==> config.mk <==
export PLATFORM = sky130hd
export DESIGN_NAME = fetch_stage
export DESIGN_NICKNAME = d
export VERILOG_FILES = /design/src/rtl/fetch_stage.sv
export SDC_FILE = /design/constraint.sdc
export NUM_CORES = 1
export LEC_CHECK = 0
export ABC_AREA = 1
export CAP_MARGIN = 10
export CORE_ASPECT_RATIO = 0.8
export CORE_MARGIN = 8
export CORE_UTILIZATION = 50
export DETAILED_ROUTE_END_ITERATION = 8
export PLACE_DENSITY = 0.79
export SYNTH_ARGS = -nofsm -noshare
export SYNTH_HDL_FRONTEND = slang
export SYNTH_SLANG_ARGS = --single-unit
export TNS_END_PERCENT = 5
==> constraint.sdc <==
create_clock -name clk -period 2 [get_ports clk]
set_input_delay 0.2 -clock clk [delete_from_list [all_inputs] [get_ports clk]]
set_output_delay 0.2 -clock clk [all_outputs]
set_load 0.01 [all_outputs]
==> src/rtl/fetch_stage.sv <==
// fetch_stage: RV32I instruction-fetch stage and IF/ID pipeline register.
// Latency: request accepted in cycle N, response in N+k -> ValidD in N+k+1.
// Backpressure: one request in flight; StallDecode parks a response in a one-entry skid buffer.
//
// Ports: clk/rst_n (async active-low); hazard inputs StallFetch, StallDecode,
// FlushDecode; execute redirect PCSrcE/PCTargetE; imem request (imem_req,
// imem_addr, imem_ready) and response (imem_rvalid, imem_rdata); decode
// outputs InstrD, PCD, PCPlus4D, ValidD.
// Optional: define FETCH_PERF_EN to add perf_fetched / perf_dropped counters.
module fetch_stage #(
    parameter int                      ADDR_WIDTH  = 32,
    parameter int                      INSTR_WIDTH = 32,
    parameter logic [ADDR_WIDTH-1:0]   RESET_PC    = {ADDR_WIDTH{1'b0}},
    parameter logic [INSTR_WIDTH-1:0]  NOP_INSTR   = INSTR_WIDTH'(32'h0000_0013)
) (
    input  logic                   clk,
    input  logic                   rst_n,
    input  logic                   StallFetch,
    input  logic                   StallDecode,
    input  logic                   FlushDecode,
    input  logic                   PCSrcE,
    input  logic [ADDR_WIDTH-1:0]  PCTargetE,
    output logic                   imem_req,
    output logic [ADDR_WIDTH-1:0]  imem_addr,
    input  logic                   imem_ready,
    input  logic                   imem_rvalid,
    input  logic [INSTR_WIDTH-1:0] imem_rdata,
    output logic [INSTR_WIDTH-1:0] InstrD,
    output logic [ADDR_WIDTH-1:0]  PCD,
    output logic [ADDR_WIDTH-1:0]  PCPlus4D,
    output logic                   ValidD
`ifdef FETCH_PERF_EN
    ,
    output logic [31:0]            perf_fetched,
    output logic [31:0]            perf_dropped
`endif
);

    localparam logic [ADDR_WIDTH-1:0] PC_STEP = ADDR_WIDTH'(4);

    typedef enum logic [1:0] {
        IDLE = 2'd0,
        WAIT = 2'd1,
        HOLD = 2'd2,
        DROP = 2'd3
    } state_t;

    state_t                  state, state_n;
    logic [ADDR_WIDTH-1:0]   pcf;
    logic [ADDR_WIDTH-1:0]   fetch_pc;
    logic [INSTR_WIDTH-1:0]  skid_instr;
    logic                    issue;
    logic                    deliver;
    logic                    capture;
    logic                    drop;
    logic [INSTR_WIDTH-1:0]  deliver_instr;

    assign imem_addr = pcf;

    // Only the instruction word needs buffering: fetch_pc cannot change while
    // a response is parked, because a new issue is only possible from IDLE.
    assign deliver_instr = (state == HOLD) ? skid_instr : imem_rdata;

    always_ff @(posedge clk or negedge rst_n) begin
        if (!rst_n) begin
            state <= IDLE;
        end else begin
            state <= state_n;
        end
    end

    always_comb begin
        state_n  = state;
        deliver  = 1'b0;
        capture  = 1'b0;
        drop     = 1'b0;
        // rst_n gating keeps the request low while reset is asserted.
        imem_req = rst_n && (state == IDLE) && !StallFetch && !PCSrcE;
        issue    = imem_req && imem_ready;
        case (state)
            IDLE: begin
                if (issue) state_n = WAIT;
            end
            WAIT: begin
                if (PCSrcE) begin
                    state_n = imem_rvalid ? IDLE : DROP;
                    drop    = imem_rvalid;
                end else if (imem_rvalid) begin
                    if (StallDecode) begin
                        state_n = HOLD;
                        capture = 1'b1;
                    end else begin
                        state_n = IDLE;
                        deliver = 1'b1;
                    end
                end
            end
            HOLD: begin
                if (PCSrcE) begin
                    state_n = IDLE;
                    drop    = 1'b1;
                end else if (!StallDecode) begin
                    state_n = IDLE;
                    deliver = 1'b1;
                end
            end
            DROP: begin
                // The stale response always retires DROP, even alongside a
                // further redirect; otherwise we would wait for a response
                // that has already gone by.
                if (imem_rvalid) begin
                    state_n = IDLE;
                    drop    = 1'b1;
                end
            end
            default: state_n = IDLE;
        endcase
    end

    // PC and skid buffer. Redirect wins; issue never coincides with PCSrcE.
    always_ff @(posedge clk or negedge rst_n) begin
        if (!rst_n) begin
            pcf        <= RESET_PC;
            fetch_pc   <= RESET_PC;
            skid_instr <= NOP_INSTR;
        end else begin
            if (PCSrcE) begin
                pcf <= PCTargetE;
            end else if (issue) begin
                pcf <= pcf + PC_STEP;
            end
            if (issue) fetch_pc <= pcf;
            if (capture) skid_instr <= imem_rdata;
        end
    end

    // IF/ID register: flush, then hold, then load, else bubble.
    always_ff @(posedge clk or negedge rst_n) begin
        if (!rst_n) begin
            InstrD   <= NOP_INSTR;
            PCD      <= '0;
            PCPlus4D <= '0;
            ValidD   <= 1'b0;
        end else if (FlushDecode) begin
            InstrD   <= NOP_INSTR;
            PCD      <= '0;
            PCPlus4D <= '0;
            ValidD   <= 1'b0;
        end else if (StallDecode) begin
            InstrD   <= InstrD;
        end else if (deliver) begin
            InstrD   <= deliver_instr;
            PCD      <= fetch_pc;
            PCPlus4D <= fetch_pc + PC_STEP;
            ValidD   <= 1'b1;
        end else begin
            InstrD   <= NOP_INSTR;
            PCD      <= '0;
            PCPlus4D <= '0;
            ValidD   <= 1'b0;
        end
    end

`ifdef FETCH_PERF_EN
    always_ff @(posedge clk or negedge rst_n) begin
        if (!rst_n) begin
            perf_fetched <= '0;
            perf_dropped <= '0;
        end else begin
            if (deliver && !FlushDecode) perf_fetched <= perf_fetched + 32'd1;
            if (drop) perf_dropped <= perf_dropped + 32'd1;
        end
    end
`endif

endmodule

==> results.tsv, run 1 <==
metric	value	unit
Hold Vio Cnt, Final	0	
htree depth	4	
Synth cell types	42	
Final ANT Viol Nets	0	
CP endpoint kind	register	
Slew headroom	39.9	%
CP Max Fanout	16	
Setup CP Type	reg2reg	
DRT iter0 DRCs	867	
Sequential Power Share	47.3	%
number of synthesized flops with an enable pin	0	
RSZ-0062 raised after global routing	false	
maxcap violations	0	
worst path arrival time	2.17	ns
Post-Syn Instances	1170	
Hold Path Sink	imem_addr[2]	
PwrDens	959	nW/um^2
Syn. warnings	0	
number of I/O pins	202	
Final nets	1440	
detailed-route wire length	27200	um
internal power of the cells	7.80	mW
Setup Skew	0.00920	ns
outcome	completed	
Slew Viols, Final	0	
synth-to-layout area growth	30.9	%
Clk pwr share	29.1	%
hold_ws	0.316	ns
initial core utilization	50.2	%
leakage power	5.73	nW
CTS tree	done	
initial antenna violation count	0	
Final Critical Period	1.88	ns
Worst Setup SP	state[0]	
HPWL Detailed	19900	um
Port Buffers	201	
Required @ worst endpoint	2.30	ns
setup TNS	0	ns
GRT Util Overall	23.1	%
Wirelength per Cell	16.6	um
Max Root-Sink Buffers	2	
Primary FF master, synth	dfrtp_1	
core area	18700	um^2
Reg-to-Reg Start	state[0]	
achievable frequency	533	MHz
WHS Path Cells	3	
Worst Max-Slew Pin Slew	0.902	ns
Filler cells	1578	
Vias/cell	5.28	
clk root buf	clkbuf_16	
largest net degree at the start of global routing	162	
final setup fails	0	
drt drc	0	
gp weighted congestion	0.940	
commonest non-fill, non-tap cell in the layout	nand2_1	
drt first pass iters	6	
DIE WIDTH	169	um
Antenna diodes	0	
Gate power share	23.6	%
layout cells sized above 1	6.99	%
CTS buffer count	17	
Sw Pwr	3.99	mW
grt total ovfl	0	
flop2flop setup slack	0.12	ns
clk_lat worst skew	0.43	ns
Syn Area/Cell	8.02	um^2
clock-pin slew on the worst setup and hold paths	0.07	ns
die height	139	um
Startpoint Class	register	
vias	8614	
FF-to-FF End	PCPlus4D[17]	
#FFs+latches synth	193	
Peak VDD IR	0.537	mV
Hold Crit Start	PCTargetE[2]	
post-synthesis sequential area ratio	51.5	%
CTS Sinks	193	
Rows	45	
FF-to-FF path depth	9	
Hold Path Class	in2reg	
Synth Cell Area	9390	um^2
post-synthesis net count	1249	
period utilization	93.8	%
Die ar.	23400	um^2
first-pass GRT wire length	43600	um
Post-synth ARST share	100	%
Sw Share	33.9	%
vias in the first global route	8208	
most frequent cells in the layout	nand2_1 (342), clkdlybuf4s50_1 (199), dfrtp_1 (187), o21ai_0 (148), inv_1 (124)	
==> worst max-delay path by stage <==
stage	end	slack, ns	cells past startpoint
detailed placement	imem_addr[23]	0.15	8
global route	PCPlus4D[17]	0.003	9
floorplan	PCD[1]	0.39	9
finish	PCPlus4D[17]	0.12	9
CTS	imem_req	0.01	5
global placement	imem_addr[23]	0.19	8
==> worst max-delay path: stages (launching register included) <==
cell and delay (ns):
dfrtp_1 0.40, inv_1 0.10, ha_1 0.30, inv_2 0.08, nand2_1 0.06, nand3_2 0.12
clkinv_2 0.22, buf_4 0.25, nand3_1 0.10, nand3_1 0.11
==> state kept, by name (all words and copies together) (netlist names) <==
name	flops
skid_instr	32
InstrD	32
PCD	32
PCPlus4D	30
ValidD	1
imem_addr	32
fetch_pc	32
state	2
==> layout make-up <==
cell class / instances / area (um^2) / share of cell area (%)
repair buffers: 224 / 2220 / 18.1
well taps: 258 / 323 / 2.63
multi-input cells: 793 / 3830 / 31.2
flip-flops and latches: 193 / 4840 / 39.3
inverters: 132 / 497 / 4.04
clock buffers: 21 / 440 / 3.58
clock inverters: 11 / 141 / 1.15
==> metal layers <==
| layer | track usage (%) | up-vias | routed length [um] | part of all wire, % |
|---|---|---|---|---|
| met4 | 5.81 | 0 | 449 | 1.7 |
| met5 | 0 | - | 0 | 0 |
| met2 | 33.6 | 373 | 11800 | 43 |
| li1 | - | 4148 | - | - |
| met1 | 33.1 | 4067 | 12400 | 46 |
| met3 | 6.97 | 26 | 2520 | 9.3 |
==> logic make-up after synthesis <==
family	Yosys count	share of synthesized area, %
and+or+nand+nor	563	26.5
AOI/OAI and AO/OA	212	12.0
DFF	193	51.5
buffers and inverters	184	7.94
xor gates and xnor gates	8	0.746
adders and majority gates	7	0.933
muxes	3	0.360
==> repair_timing <==
action                     CTS  global route
resized for setup            1             3
hold buffers                 1             0
setup endpoints to repair    1             1
cloned                       0             0
setup buffers                0             0
hold endpoints to repair    32             0
==> synth_stat cells (2+ instances only) <==
cell      number  area, um^2
inv_2          5        18.8
o211ai_1      10        75.1
buf_4          5        37.5
buf_6          2        22.5
mux2_1         2        22.5
xor2_1         6        52.6
inv_1        124         465
nand2_1      342        1280
a22o_1         4        35.0
clkinv_1       2        7.51
clkbuf_1      25        93.8
nor2_8         2        40.0
buf_1          4        15.0
dfstp_2        6         158
o221ai_1       3        26.3
nor3_1        14        70.1
o21ai_0      148         741
ha_1           7        87.6
nor2_1        72         270
nand3b_1       6        45.0
nand3_4        2        35.0
a31oi_1        2        12.5
nor2_4         6        67.6
o21ai_1       18        90.1
buf_2         16        80.1
dfrtp_1      187        4680
xnor2_1        2        17.5
a21oi_1       23         115
nand2_2        2        12.5
nand3_1       82         410
nand3_2        3        30.0
nor2_2        10        62.6
nand4_1       18         113
o31ai_1        2        15.0
==> power groups by stage <==
stage | Sequential (mW) | Combinational, mW | Clock (mW)
after global placement | 5.56 | 2.70 | 0
after floorplan | 5.38 | 1.65 | 0
after global routing | 5.67 | 3.14 | 3.63
after detailed placement | 5.59 | 2.76 | 0
after CTS | 5.54 | 2.78 | 3.48
final | 5.57 | 2.78 | 3.43
==> through the flow <==
step | worst slack [ns] | total power [mW] | area (um^2) | cells | utilization (%)
5_1_grt | 0.00336 | 12.4 | 12300 | 1632 | 65.8
4_1_cts | 0.0102 | 11.8 | 12300 | 1632 | 65.8
2_1_floorplan | 0.392 | 7.03 | 9390 | 1170 | -
6_report | 0.125 | 11.8 | 12300 | 1632 | 65.8
3_3_place_gp | 0.188 | 8.25 | 11700 | 1599 | 62.6
3_5_place_dp | 0.151 | 8.35 | 11700 | 1599 | 62.6
(Power assumes the default switching activity.)
==> inputs of run 2 (changes only) <==
RECOVER_POWER = 50   (was not set)
==> run 2 against run 1 <==
Effect of this change:
- hold slack got worse by 0.0026 ns
- sequential power barely moved
- largest cell class unchanged
- cell area fell by 0.23%
- sequential cell count did not move
- first-iteration DRC count rose by 8.7%
- register-to-register slack barely moved
- clock skew rose by 0.0016 ns
- critical path depth did not move
- die area did not move
- clock power barely moved
==> results.tsv, run 2 (synthesis gave the netlist of run 1 again) <==
metric	value	unit
first-pass GRT wire length	43600	um
largest net degree at the start of global routing	162	
Slew headroom	43.5	%
period utilization	93.5	%
synth-to-layout area growth	30.6	%
initial antenna violation count	0	
Startpoint Class	register	
initial core utilization	50.2	%
Wirelength per Cell	16.7	um
clk root buf	clkbuf_16	
Max Root-Sink Buffers	2	
Hold Path Sink	imem_addr[2]	
final setup fails	0	
GRT Util Overall	23.1	%
vias	8644	
most frequent cells in the layout	nand2_1 (342), dfrtp_1 (187), clkdlybuf4s50_1 (158), o21ai_0 (148), inv_1 (124)	
FF-to-FF End	PCPlus4D[17]	
HPWL Detailed	19900	um
Hold Vio Cnt, Final	0	
Port Buffers	201	
Hold Path Class	in2reg	
Hold Crit Start	PCTargetE[2]	
crit-path cells	inv_1 -> ha_1 -> inv_2 -> nand2_1 -> nand3_2 -> clkinv_2 -> buf_4 -> nand3_1 -> nand3_1	
RSZ-0062 raised after global routing	false	
drt first pass iters	5	
CP endpoint kind	register	
Die ar.	23400	um^2
Required @ worst endpoint	2.30	ns
clk_lat worst skew	0.43	ns
achievable frequency	535	MHz
drt drc	0	
detailed-route wire length	27200	um
gp weighted congestion	0.940	
FF-to-FF path depth	9	
flop2flop setup slack	0.13	ns
Final ANT Viol Nets	0	
CTS tree	done	
Post-CTS Setup Bufs	0	
PwrDens	959	nW/um^2
Top Family by Delay on Critical Path	buffers and inverters	
commonest non-fill, non-tap cell in the layout	nand2_1	
Setup CP Type	reg2reg	
worst path arrival time	2.17	ns
Reg-to-Reg Start	state[0]	
number of I/O pins	202	
vias in the first global route	8208	
core area	18700	um^2
leakage power	5.86	nW
Peak VDD IR	0.534	mV
maxcap violations	0	
Worst Max-Slew Pin Slew	0.847	ns
CTS Sinks	193	
most frequent CP cell	nand3_1	
Slew Viols, Final	0	
grt total ovfl	0	
fin util	65.6	%
Setup Skew	0.0108	ns
outcome	completed	
htree depth	4	
slowest CP cell	dfrtp_1	
CTS buffer count	17	
clock-pin slew on the worst setup and hold paths	0.07	ns
Rows	45	
Filler cells	1584	
CP Buf/Inv Count	4	
DIE WIDTH	169	um
Antenna diodes	0	
Final nets	1440	
Final Critical Period	1.87	ns
CP Max Fanout	16	
layout cells sized above 1	6.77	%
FF/Latch Area	4840	um^2
die height	139	um
area of the multi-input gates	3830	um^2
WHS Path Cells	3	
Vias/cell	5.30	
CP peak stage delay	0.40	ns
setup TNS	0	ns
total power	11.8	mW
DRT iter0 DRCs	942	
-- run 2: where the power goes --
group,switching [mW],internal [mW],leakage (nW)
sequential,0.843,4.73,2.51
combinational,1.68,1.08,3.07
clock,1.47,1.96,0.277
-- run 2: worst register-to-register path, delay by kind of cell, from the launching register on --
kind | cells | cell delay (ns)
flops | 1 | 0.40
fa+ha+maj | 1 | 0.30
simple gates | 4 | 0.39
buf+inv | 4 | 0.66
-- run 2: per-layer routing --
layer,global-route usage (%),vias to the layer above,wire [um]
met1,33.1,4096,12400
met4,5.81,0,432
met2,33.6,371,11800
met3,6.97,29,2560
li1,-,4148,-
met5,0,-,0
-- run 2: worst max-delay path by stage --
stage,cells after the start,slack [ns],to,from
after floorplan,9,0.39,PCD[1],state[0]
after global placement,8,0.19,imem_addr[23],PCSrcE
after detailed placement,8,0.15,imem_addr[23],PCSrcE
after CTS,5,0.01,imem_req,state[1]
after global routing,9,0.003,PCPlus4D[17],state[0]
final,9,0.13,PCPlus4D[17],state[0]
-- run 2: repair_timing --
| item | 4_1_cts | 5_1_grt |
|---|---|---|
| setup endpoints to repair | 1 | 1 |
| hold endpoints to repair | 32 | 0 |
| hold buffers | 1 | 0 |
| resized for setup | 1 | 3 |
-- run 2: cell type report --
class	count	area share (%)
Sequential cell	193	39.4
Multi-Input combinational cell	793	31.2
Timing Repair Buffer	224	17.9
Inverter	132	4.05
Clock buffer	21	3.59
Tap cell	258	2.63
Clock inverter	11	1.15
-- run 2: through the flow --
stage	hold slack [ns]	worst slack (ns)	cells	instance area, um^2
final	0.314	0.131	1632	12300
after global routing	0.328	0.00344	1632	12300
after CTS	0.311	0.0102	1632	12300
after detailed placement	0.340	0.151	1599	11700
after global placement	0.342	0.188	1599	11700
after floorplan	-0.0956	0.392	1170	9390
==> inputs of run 3 (changes only) <==
PLACE_DENSITY = 0.91   (was 0.79)
==> run 3 against run 2 <==
Effect of this change:
- hold slack worse by 0.15 ns
- clock-buffer cell count is 2 higher
- first-iteration DRC count is 11% higher
- cell area hardly changed
- combinational power is 4% higher
- global-route usage is 1.3 points higher
- sequential share of layout area hardly changed
==> results.tsv, run 3 (synthesis gave the netlist of run 1 again) <==
metric	value	unit
outcome	completed	
most frequent cells in the layout	nand2_1 (342), dfrtp_1 (187), o21ai_0 (149), inv_1 (124), clkdlybuf4s50_1 (120)	
Die ar.	23400	um^2
Peak VDD IR	0.699	mV
Area after DPL	11700	um^2
die height	139	um
CTS buffer count	17	
Wirelength per Cell	17.7	um
Rows	45	
vias in the first global route	8580	
dpl ws	0.185	ns
clock-pin slew on the worst setup and hold paths	0.07	ns
core area	18700	um^2
Setup Skew	0.00891	ns
drt drc	0	
FF-to-FF path depth	5	
Slew Viols, Final	0	
worst setup margin	0.142	ns
initial core utilization	50.2	%
htree depth	4	
maxcap violations	0	
Startpoint Class	register	
Port Buffers	201	
first-pass GRT wire length	46100	um
Hold Vio Cnt, Final	0	
Hold Path Class	in2async	
largest net degree at the start of global routing	74	
met2 Track Usage GR	34.9	%
hold_ws	0.164	ns
detailed-route wire length	28900	um
DIE WIDTH	169	um
worst path arrival time	2.22	ns
leakage power	5.99	nW
number of I/O pins	202	
Max Root-Sink Buffers	2	
HPWL Detailed	20900	um
GRT Util Overall	24.4	%
CTS Sinks	193	
achievable frequency	538	MHz
period utilization	92.9	%
GRT busiest layer	met2	
synth-to-layout area growth	30.6	%
vias	8979	
Worst Max-Slew Pin Slew	0.981	ns
clk_lat worst skew	0.43	ns
Design Area, Final	12300	um^2
Setup CP Type	reg2reg	
Antenna diodes	0	
grt total ovfl	0	
final setup fails	0	
CP Max Fanout	61	
Vias/cell	5.50	
PwrDens	950	nW/um^2
Final ANT Viol Nets	0	
CTS tree	done	
layout cells sized above 1	6.84	%
commonest non-fill, non-tap cell in the layout	nand2_1	
Final nets	1440	
setup TNS	0	ns
initial antenna violation count	0	
clk root buf	clkbuf_16	
DRT iter0 DRCs	1042	
flop2flop setup slack	0.14	ns
dpl cells	1599	
GR Util met3	5.63	%
met1 Use GR	34.9	%
CP endpoint kind	register	
Required @ worst endpoint	2.36	ns
drt first pass iters	6	
fin cells	1632	
RSZ-0062 raised after global routing	false	
gp weighted congestion	0.917	
Final Critical Period	1.86	ns
Slew headroom	34.6	%
[run 3: final timing paths]
path / startpoint / endpoint
min: rst_n / state[0]
max in group asynchronous: rst_n / skid_instr[13]
min in group clk: PCTargetE[1] / imem_addr[1]
min reg2reg: PCPlus4D[18] / PCPlus4D[18]
max: state[1] / skid_instr[0]
max reg2reg: state[1] / skid_instr[0]
[run 3: cell type report]
type	instances	area (um^2)
Multi-Input combinational cell	793	3830
Clock inverter	9	86.3
Inverter	132	497
Sequential cell	193	4840
Tap cell	258	323
Clock buffer	23	458
Timing Repair Buffer	224	2230
Fill cell	1495	6430
[run 3: what timing repair did]
item                       CTS  global route
hold endpoints to repair    72             0
buffers inserted             0             0
setup endpoints to repair    1             1
gates resized for setup      1             3
hold buffers                 1             0
[run 3: metal layers]
metal | vias to the layer above | wire length (um)
li1 | 4165 | -
met5 | - | 0
met1 | 4229 | 12600
met2 | 501 | 12500
met4 | 0 | 1260
met3 | 84 | 2500
[run 3: critical path, cell delays in order, from the launching register on]
cell      delay [ns]
dfrtp_1         0.40
inv_1           0.10
ha_1            0.26
nand3_2         0.10
clkbuf_4        0.53
mux2_2          0.40
[run 3: through the flow]
stage               power (mW)  util (%)
global placement          8.25      62.8
floorplan                 7.03         -
detailed placement        8.41      62.8
CTS                       11.6      65.7
global route              12.2      65.6
finish                    11.7      65.6
[run 3: power by group]
part | switching [mW] | internal [mW]
Combinational | 1.76 | 1.09
Clock | 1.47 | 1.75
Sequential | 0.851 | 4.73
Total | 4.08 | 7.57
